**config.mk**
```make
export PLATFORM = sky130hd
export DESIGN_NAME = ram_stream_loader
export DESIGN_NICKNAME = d
export VERILOG_FILES = /design/src/rtl/ram_stream_loader.sv
export SDC_FILE = /design/constraint.sdc
export NUM_CORES = 1
export LEC_CHECK = 0
export BUFFER_PORTS_ARGS = -buffer_cell sky130_fd_sc_hd__buf_4
export CORE_MARGIN = 4
export CORE_UTILIZATION = 35
export DETAILED_ROUTE_END_ITERATION = 12
export MAX_ROUTING_LAYER = met4
export PLACE_DENSITY = 0.59
export SETUP_SLACK_MARGIN = 0.4
export SYNTH_ARGS = -nofsm -noshare
export SYNTH_HDL_FRONTEND = slang
export SYNTH_SLANG_ARGS = --single-unit
```
**constraint.sdc**
```tcl
create_clock -name clk -period 2.45 [get_ports clk]
set_input_delay 0.245 -clock clk [delete_from_list [all_inputs] [get_ports clk]]
set_output_delay 0.245 -clock clk [all_outputs]
set_load 0.05 [all_outputs]
```
**src/rtl/ram_stream_loader.sv**
```systemverilog
// ram_stream_loader
//   Write-side front end for a 2**ADDR_W x DATA_W RAM. Owns the RAM write
//   port. When idle, CPU writes pass straight through to the RAM. On request,
//   it fills a region of sequential addresses, one word per clock. The fill
//   data is either a constant (CLEAR) or words taken from a valid/ready
//   stream (LOAD).
//
// Ports
//   clk, reset                 rising-edge clock, synchronous active-high reset
//   start_clear, start_load    operation requests, sampled only in IDLE
//   base_addr, length          region start and word count (0..2**ADDR_W)
//   s_data, s_valid, s_ready   input word stream
//   cpu_in, cpu_load,          CPU write port
//     cpu_address
//   ram_in, ram_load,          RAM write port
//     ram_address
//   busy                       high while a CLEAR or LOAD is running
//   done                       one-cycle pulse when an operation finishes
//   cpu_blocked                registered pulse for each dropped CPU write
//   word_count                 words written in current/last operation
//
// Handshake: a stream word transfers on any rising edge where
// s_valid & s_ready is high. s_ready is high only in LOAD. s_ready does not
// depend on s_valid. The producer holds s_data stable while s_valid is high
// and s_ready is low.
module ram_stream_loader #(
  parameter int ADDR_W = 14,
  parameter int DATA_W = 16,
  parameter logic [DATA_W-1:0] CLEAR_VALUE = '0
) (
  input  logic              clk,
  input  logic              reset,
  input  logic              start_clear,
  input  logic              start_load,
  input  logic [ADDR_W-1:0] base_addr,
  input  logic [ADDR_W:0]   length,
  input  logic [DATA_W-1:0] s_data,
  input  logic              s_valid,
  output logic              s_ready,
  input  logic [DATA_W-1:0] cpu_in,
  input  logic              cpu_load,
  input  logic [ADDR_W-1:0] cpu_address,
  output logic [DATA_W-1:0] ram_in,
  output logic              ram_load,
  output logic [ADDR_W-1:0] ram_address,
  output logic              busy,
  output logic              done,
  output logic              cpu_blocked,
  output logic [ADDR_W:0]   word_count
);

  localparam logic [1:0] ST_IDLE  = 2'd0;
  localparam logic [1:0] ST_CLEAR = 2'd1;
  localparam logic [1:0] ST_LOAD  = 2'd2;
  localparam logic [1:0] ST_DONE  = 2'd3;

  logic [1:0]        state_q, state_d;
  logic [ADDR_W-1:0] addr_q, addr_d;
  logic [ADDR_W:0]   remaining_q, remaining_d;
  logic [ADDR_W:0]   word_count_q, word_count_d;
  logic              cpu_blocked_q, cpu_blocked_d;
  logic              write_word;

  always_comb begin
    state_d       = state_q;
    addr_d        = addr_q;
    remaining_d   = remaining_q;
    word_count_d  = word_count_q;
    write_word    = 1'b0;
    ram_in        = cpu_in;
    ram_load      = cpu_load;
    ram_address   = cpu_address;
    s_ready       = 1'b0;
    busy          = 1'b0;
    done          = 1'b0;

    case (state_q)
      ST_IDLE: begin
        // CLEAR takes priority when both starts arrive together.
        if (start_clear || start_load) begin
          addr_d       = base_addr;
          remaining_d  = length;
          word_count_d = '0;
          if (length == '0)      state_d = ST_DONE;
          else if (start_clear)  state_d = ST_CLEAR;
          else                   state_d = ST_LOAD;
        end
      end
      ST_CLEAR: begin
        busy        = 1'b1;
        ram_in      = CLEAR_VALUE;
        ram_load    = 1'b1;
        ram_address = addr_q;
        write_word  = 1'b1;
      end
      ST_LOAD: begin
        busy        = 1'b1;
        s_ready     = 1'b1;
        ram_in      = s_data;
        ram_load    = s_valid;
        ram_address = addr_q;
        write_word  = s_valid;
      end
      default: begin
        // ST_DONE: CPU pass-through is already active; start requests are ignored.
        done    = 1'b1;
        state_d = ST_IDLE;
      end
    endcase

    if (write_word) begin
      // The address wraps naturally modulo 2**ADDR_W.
      addr_d       = addr_q + 1'b1;
      remaining_d  = remaining_q - 1'b1;
      word_count_d = word_count_q + 1'b1;
      if (remaining_q == {{ADDR_W{1'b0}}, 1'b1}) state_d = ST_DONE;
    end

    cpu_blocked_d = busy & cpu_load;
  end

  always_ff @(posedge clk) begin
    if (reset) begin
      state_q       <= ST_IDLE;
      addr_q        <= '0;
      remaining_q   <= '0;
      word_count_q  <= '0;
      cpu_blocked_q <= 1'b0;
    end else begin
      state_q       <= state_d;
      addr_q        <= addr_d;
      remaining_q   <= remaining_d;
      word_count_q  <= word_count_d;
      cpu_blocked_q <= cpu_blocked_d;
    end
  end

  assign cpu_blocked = cpu_blocked_q;
  assign word_count  = word_count_q;

endmodule

```
# == Word level (Yosys, flattened, before mapping) ==
# Cells that the tools add are included.
# totals
reg_bits,47
input_bits,81
output_inout_bits,50
word_cells,42
# classes
addsub,3
eq_ne,3
mux,22
bitwise,1
reduce_logical,8
# ops
operator,n
15-bit 2-to-1 mux,6
14-bit 2-to-1 mux,4
16-bit one-hot mux with 2 select lines,1
"15-bit by 1-bit adder with 15-bit output, second input constant",1
"15-bit by 1-bit equality test with 1-bit output, second input constant",1
15-bit logical NOT,1
"15-bit by 1-bit subtractor with 15-bit output, second input constant",1
"14-bit by 1-bit adder with 14-bit output, second input constant",1
2-bit 2-to-1 mux,5
1-bit one-hot mux with 2 select lines,2
2-bit one-hot mux with 2 select lines,1
2-bit nonzero test,2
1-bit 2-to-1 mux,3
3-bit OR reduction,1
"2-bit by 1-bit equality test with 1-bit output, second input constant",1
"2-bit equality test, second input constant",1
2-bit logical NOT,1
2-bit AND reduction,1
2-bit OR reduction,1
1-bit bitwise AND,1
1-bit logical OR,1

# == Longest topological paths before layout ==
# Gate-level depths: netlist of run 1.
# depth
word_depth,6
mapped_depth,9
depth_no_buf,6

# == Worst setup path before layout of run 1 ==
# OpenSTA, ideal clock, no wires.
# synth_timing
kind,register to output
from,reg state_q[0]
to,out ram_in[8]
arrival_time_ps,2896
t_required_ps,2205
path_slack_ps,-691
stages_incl_launch_ff,8
path_buffers,4
cell_sequence,dfxtp_1 -> inv_1 -> ha_1 -> buf_2 -> buf_2 -> buf_2 -> clkbuf_1 -> o21ai_0
# synth_between
elab_chain_cells,2
elab_cells_between_ends,3
cone_classes,2 x eq/ne; 1 x mux
# synth_lines
element,line,text
from (decl),57,"logic [1:0] state_q, state_d;"
from (signal assigned),130,state_q <= state_d;
2-bit equality test or 2-bit by 1-bit equality test with 1-bit output (tied branches),77,case (state_q)
16-bit one-hot mux with 2 select lines *,77,
to (decl),43,"output logic [DATA_W-1:0] ram_in,"
# Mark *: on every way between the ends. The rest lies on a longest branch, timed or not.

# == Worst setup path after layout of run 1 ==
# layout_timing
from,reg state_q[0]
to,out ram_address[2]
# layout_between
elab_chain_cells,3
elab_cells_between_ends,4
cone_classes,2 x eq/ne; 1 x mux; 1 x reduce/logical
# layout_lines
element,line,text
2-bit equality test or 2-bit by 1-bit equality test with 1-bit output (tied branches),77,
2-bit OR reduction (no source line) *,--,
14-bit 2-to-1 mux *,77,
to (decl),45,"output logic [ADDR_W-1:0] ram_address,"
# Marks and branches as above.

==> results of run 1 <==
-- metrics by stage --
| step | power [mW] | cell area, µm² | util | cells | worst slack (ns) |
|---|---|---|---|---|---|
| detailed placement | 2.473 | 4587 | 0.5184 | 639 | 0.2103 |
| finish | 3.298 | 5130 | 0.5798 | 676 | 0.4116 |
| CTS | 3.154 | 4857 | 0.5489 | 655 | 0.3707 |
| global placement | 2.457 | 4587 | 0.5184 | 639 | 0.2751 |
| global route | 3.456 | 5130 | 0.5798 | 676 | 0.3374 |
| floorplan | 2.029 | 3506 | - | 415 | 0.3919 |
-- layout make-up --
cell class,count,area [µm²]
Timing Repair Buffer,174,1500
Clock buffer,5,68.82
Fill cell,791,3719
Tap cell,108,135.1
Sequential cell,47,948.4
Clock inverter,2,37.54
Multi-Input combinational cell,307,2313
Inverter,33,126.4
-- path summary, 6_finish.rpt --
path	slack, ns	to	cells after the start	from
max	0.41	ram_address[2]	5	state_q[0]
min	0.19	addr_q[7]	3	base_addr[7]
max reg2reg	0.49	word_count[13]	7	state_q[0]
min reg2reg	0.50	addr_q[11]	2	addr_q[11]
-- power by group --
part | internal [mW] | switching, mW | total, mW
registers | 0.838 | 0.106 | 0.944
logic | 0.776 | 1.00 | 1.78
clock network | 0.299 | 0.277 | 0.576
total | 1.91 | 1.39 | 3.30
-- timing repair --
item	4_1_cts	5_1_grt
gates resized for setup	17	22
setup endpoints to repair	50	44
pin swaps	1	4
cloned	1	2
setup buffers	8	19
-- cells in the final DEF, fill, tap and decap left out, types with 3 or more instances in the layout --
cell / count
clkbuf_8: 5
mux2_4: 7
and4_1: 6
inv_1: 29
a21oi_4: 3
nand2_1: 28
nand4_1: 10
ha_1: 5
buf_6: 11
or3_1: 9
nor2_1: 13
o311ai_0: 3
nand3_1: 36
a22oi_1: 4
buf_4: 152
o21ai_1: 10
o211ai_1: 9
and3_1: 8
dfxtp_1: 45
inv_2: 3
a21oi_1: 20
a211oi_1: 10
buf_12: 5
a31oi_1: 10
nand3b_1: 3
a2bb2oi_1: 3
nor3_1: 21
mux2_2: 8
nor4_1: 5
or4_1: 3
o21ai_4: 16
o21ai_0: 7
a311oi_1: 4
-- cells by family (layout without fill, tap and decap cells) --
| kind of cell | after synthesis | in the layout | synth area share |
|---|---|---|---|
| buffers and inverters | 61 | 214 | 0.07669 |
| xor gates and xnor gates | 2 | 2 | 0.005423 |
| adders and majority gates | 8 | 8 | 0.03098 |
| DFF | 47 | 47 | 0.2912 |
| and+or+nand+nor | 156 | 156 | 0.2742 |
| muxes | 17 | 17 | 0.05848 |
| AOI/OAI and AO/OA | 124 | 124 | 0.2630 |
-- sequential cells by signal (all words and copies together), names as in the netlist --
register,count
addr_q,14
cpu_blocked,1
remaining_q,15
state_q,2
word_count,15
-- per-layer routing --
layer / share of wire / vias up
met2: 0.47 / 157
met5: 0 / -
met1: 0.46 / 1774
met3: 0.061 / 11
met4: 0.0091 / 0
li1: - / 1881
-- worst max-delay path, cell delays in order (launching register included) --
cell     delay, ns
dfxtp_4       0.40
inv_4         0.06
ha_4          0.33
buf_12        0.16
mux2_2        0.35
buf_4         0.19
==> summary.txt, run 1 <==
Yosys
  • Unique cell type count in the Yosys netlist: 63
  • Syn avg cell area: roughly 8 µm²
  • Seq/Total Area, Yosys: 0.2912
  • Ranking of synthesized cells by area: dfxtp_1, nand3_1, mux2_2, o21ai_0, inv_1
  • Main synth FF type: dfxtp_1
  • Top-count cell post-synth: dfxtp_1
  • Post-Synthesis Cells: ~420
  • Fraction of registers with async set/reset: 0
  • Synthesis warning total: 0
  • Total nets after synthesis: ~500
  • Synth cell count leaders: dfxtp_1, nand3_1, inv_1, nand2_1, o21ai_0
  • Synth Cell Area: 3231 µm²
  • Top cell type's share of synthesized area: 0.2912
  • Post-synth EDFFs: 0
  • Leading area contributor after synthesis: dfxtp_1
  • Synth Register Bits: 47

Timing
  • Fin Hold WS: between 0.15 and 0.2 ns
  • Slew @ Worst Pin: between 0.7 and 0.8 ns
  • Final TNS setup: 0 ns
  • Minimum clock period: 2.038 ns
  • Hold Fails Final Rpt: 0
  • Final worst path period share: 0.8320
  • RSZ-0062 raised after global routing: yes
  • F_max: between 400 and 500 MHz
  • Setup-failing EPs final: 0
  • Max Slew Vio Count: 0
  • Skew final: ~0.0086 ns
  • Relative slew slack: 0.5240

Global routing
  • Met3 Use GR: 0.03166
  • Antenna violations before repair: 0
  • Vias in the first global route: roughly 3,600
  • All-Layer GR Usage: 0.2042
  • GRT busiest layer: met2
  • M1 GR Usage: 0.2763
  • Met2 Usage GRT: 0.3254
  • GRT overflow: 0
  • Global-route wire length before repair: between 15 and 20 mm
  • Largest net degree at the start of global routing: 43

Floorplanning
  • Core Box Area: between 8000 and 9000 µm²
  • I/O Pins: approximately 130
  • Die width: 104.1 µm
  • # rows: 34
  • Die span in y: roughly 100 µm
  • Initial Util: 0.3651
  • Die ar.: about 11,000 µm²

Clock network
  • Clk slew on worst S/H paths: 0.10 ns
  • Sink Count: 47
  • Post-CTS Hold Buffers: 0
  • CTS Buf Count: 5
  • TritonCTS clock tree: built
  • Clk_lat worst skew: about 0.30 ns
  • Clk buf depth: 2
  • H-tree Lvls: 2
  • Root Buffer: clkbuf_8

Setup path
  • Worst setup EP type: output port
  • Crit path arrival time: ~1.8 ns
  • WP data required: 2.20 ns
  • CP max FO: 13
  • CP Launch Type: flip-flop
  • Critical path class: flip-flop to output port

Final layout
  • ANT cells: 0
  • Area Growth Syn to Fin: 58.79%
  • Layout Nets: 657
  • Layout cells sized above 1: 0.4173

Placement
  • Port Buf Inserts: 130
  • GPL Wtd Cong: ~0.83
  • Dpl hpwl: 8.107 mm

Detailed routing
  • Drt wl/cell: between 15 and 20 µm
  • DRC viols: 0
  • Antenna viol nets, final: 0
  • Initial drt markers: between 200 and 250
  • Vias: ~3,800
  • Via density: about 5.7
  • 1st-pass router iterations: 4
  • Final WL: about 12 mm

Power and ir drop
  • P_leak: ~2.1 nW
  • VDD IR max: ~0.26 mV
  • PD cells: 642.9 nW/µm²

Outcome
  • Status: completed

Min path
  • HP Class: input port to flip-flop

Flow run
  • Max-cap viol count: 0
Power figures use the tool's default switching activity.
==> run 2, diff against run 1 <==
--- a/config.mk
+++ b/config.mk
@@ -5,6 +5,7 @@
 export SDC_FILE = /design/constraint.sdc
 export NUM_CORES = 1
 export LEC_CHECK = 0
+export ABC_AREA = 1
 export BUFFER_PORTS_ARGS = -buffer_cell sky130_fd_sc_hd__buf_4
 export CORE_MARGIN = 4
 export CORE_UTILIZATION = 35
==> constraint.sdc (replaced) <==
create_clock -name clk -period 1.9 [get_ports clk]
set_input_delay 0.19 -clock clk [delete_from_list [all_inputs] [get_ports clk]]
set_output_delay 0.19 -clock clk [all_outputs]
set_load 0.05 [all_outputs]
==> summary.txt, run 2 <==
Setup path
  • Critical path class: flip-flop to output port
  • Cells along the critical path: inv_4, ha_4, inv_6, buf_16, a22o_4, buf_6
  • Worst setup EP type: output port
  • Worst reg-to-reg setup slack: ~0.15 ns
  • Critical Path Start: state_q[0]
  • R2r endpoint: addr_q[13]
  • Crit path arrival time: between 1.5 and 2 ns
  • Worst path max stage delay: 0.37 ns
  • FF-to-FF path depth: 10
  • Critical-path top delay cell: dfxtp_4
  • Worst setup path endpoint: ram_in[6]
  • WP data required: roughly 1.7 ns
  • CP Launch Type: flip-flop
  • Crit Reg-Reg Startpoint: state_q[1]
  • CP max FO: 11

Global routing
  • GRT overflow: 0
  • All-Layer GR Usage: 0.2232
  • Vias in the first global route: ~4,000
  • Global-route wire length before repair: 19.72 mm
  • Antenna violations before repair: 0
  • Largest net degree at the start of global routing: 32

Yosys
  • Leading area contributor after synthesis: dfxtp_1
  • Synth Register Bits: 47
  • Top cell type's share of synthesized area: 0.2875
  • Unique cell type count in the Yosys netlist: 29
  • Syn avg cell area: 5.876 µm²
  • Post-Synthesis Cells: between 500 and 600
  • Fraction of registers with async set/reset: 0
  • Main synth FF type: dfxtp_1
  • Total nets after synthesis: ~650
  • Ranking of synthesized cells by area: dfxtp_1, nand2_1, inv_1, nor2_1, nand3_1
  • Top-count cell post-synth: nand2_1
  • Synth Cell Area: 3273 µm²
  • Synthesis warning total: 0
  • Synth cell count leaders: nand2_1, inv_1, nor2_1, dfxtp_1, nand3_1
  • Post-synth EDFFs: 0
  • Seq/Total Area, Yosys: 0.2875

Power and ir drop
  • Clock power frac: 0.141
  • Sequential power share: 0.242
  • Comb power frac: 0.616
  • PD cells: between 800 and 900 nW/µm²
  • Int Pwr: about 2.7 mW
  • Net Sw Frac: 0.4528
  • P_leak: 2.794 nW
  • Psw: around 2.2 mW
  • VDD IR max: 0.3682 mV

Timing
  • Minimum clock period: 1.831 ns
  • Slew @ Worst Pin: a little under 0.7 ns
  • Setup-failing EPs final: 0
  • Final TNS setup: 0 ns
  • Final worst path period share: 0.9635
  • PnR worst setup slack: just under 0.07 ns
  • Skew final: 0.01402 ns
  • Max Slew Vio Count: 0
  • Relative slew slack: 0.5462
  • RSZ-0062 raised after global routing: yes
  • Hold Fails Final Rpt: 0
  • F_max: approximately 550 MHz

Detailed routing
  • 1st-pass router iterations: 4
  • Drt wl/cell: about 15 µm
  • Vias: around 4,200
  • Final WL: approximately 13 mm
  • Initial drt markers: just under 200
  • DRC viols: 0
  • Antenna viol nets, final: 0
  • Via density: 5.096

Min path
  • Hold Startpoint: base_addr[6]
  • HP Class: input port to flip-flop

Floorplanning
  • Initial Util: 0.3576
  • Core Box Area: 9153 µm²
  • Die span in y: between 100 and 150 µm
  • Die ar.: between 10,000 and 15,000 µm²
  • I/O Pins: between 100 and 150
  • Die width: roughly 100 µm
  • # rows: 35

Clock network
  • Sink Count: 47
  • Root Buffer: clkbuf_8
  • Clk_lat worst skew: approximately 0.31 ns
  • Clk slew on worst S/H paths: roughly 0.1 ns
  • H-tree Lvls: 2
  • CTS Buf Count: 5
  • TritonCTS clock tree: built
  • Clk buf depth: 2

Final layout
  • ANT cells: 0
  • Layout Nets: ~800
  • Area Growth Syn to Fin: 82.45%
  • Final core utilization: 0.6525
  • Layout cells sized above 1: 0.4294
  • Commonest non-fill, non-tap cell in the layout: nand2_1
  • Commonest cells after routing, fill and taps aside: nand2_1, buf_4, inv_1

Flow run
  • Max-cap viol count: 0

Outcome
  • Status: completed

Placement
  • Pre-CTS WS: approximately 0.066 ns
  • Dpl hpwl: roughly 8 mm
  • GPL Wtd Cong: 0.8777
  • Port Buf Inserts: between 100 and 150
==> run 2: changes by cell type after synthesis, moves of 7 or more <==
cell,delta
buf_2,-7
nor3_1,-19
mux2_2,-15
a211oi_1,-9
a22o_1,+16
nor2_1,+45
o21ai_0,+11
o21ai_1,-9
and3_1,-8
nand2_1,+162
a21oi_1,+13
inv_1,+40
or3_1,-9
==> run 2: power by group through the flow <==
stage                     Combinational (mW)  Clock [mW]  Sequential (mW)
final                                   3.00       0.690             1.18
after global routing                    3.19       0.725             1.20
after CTS                               2.73       0.700             1.18
after detailed placement                2.16           0             1.20
after global placement                  2.14           0             1.20
after floorplan                         1.59           0             1.19
==> run 2: logic make-up after synthesis <==
family | synth area share
AOI/OAI and AO/OA | 0.1823
xor gates and xnor gates | 0.01070
adders and majority gates | 0.03058
buffers and inverters | 0.1143
DFF | 0.2875
and+or+nand+nor | 0.3746
==> run 2: how the worst min path moves through the flow <==
stage	to	slack [ns]	cells after the start
after floorplan	cpu_blocked	0.33	2
after global placement	word_count[0]	0.45	1
after detailed placement	cpu_blocked	0.45	3
after CTS	remaining_q[0]	0.13	3
after global routing	addr_q[6]	0.15	3
final	addr_q[6]	0.15	3
==> run 2: timing repair <==
| item | CTS | global route |
|---|---|---|
| endpoints found under the hold margin | 0 | 0 |
| hold buffers | 0 | 0 |
| gates resized for setup | 86 | 96 |
| endpoints found under the setup margin | 78 | 78 |
| pin swaps | 22 | 59 |
| gates cloned | 12 | 2 |
| setup buffers | 12 | 5 |
==> run 2: through the flow <==
| stage | instances | cell area, µm² | total power, mW | hold WS (ns) |
|---|---|---|---|---|
| after global placement | 787 | 4711 | 3.341 | 0.4460 |
| after floorplan | 557 | 3631 | 2.783 | 0.3252 |
| after global routing | 826 | 5972 | 5.113 | 0.1540 |
| after detailed placement | 787 | 4711 | 3.360 | 0.4542 |
| final | 826 | 5972 | 4.876 | 0.1458 |
| after CTS | 819 | 5524 | 4.610 | 0.1321 |
==> run 2: area by class of cell <==
type                       count  area, µm²
fill                         797       3181
multi-input combinational    416       2644
clock inverter                 2      15.01
timing repair inverter         1      8.758
timing repair buffer         168       1802
sequential                    47      959.7
clock buffer                   6      82.58
inverter                      75      321.6
tap                          111      138.9
==> run 2: routing by layer <==
layer | track usage | up-vias | part of all wire
met1 | 0.2712 | 1968 | 0.42
met3 | 0.02841 | 19 | 0.043
met2 | 0.3976 | 115 | 0.52
li1 | - | 2107 | -
met4 | 0.04592 | 0 | 0.014
met5 | - | - | 0
==> run 2: critical path, delay by kind of cell (launching register included) <==
family	cells	cell delay [ns]
fa+ha+maj	1	0.29
buf+inv	4	0.42
compound gates	1	0.25
flops	1	0.37
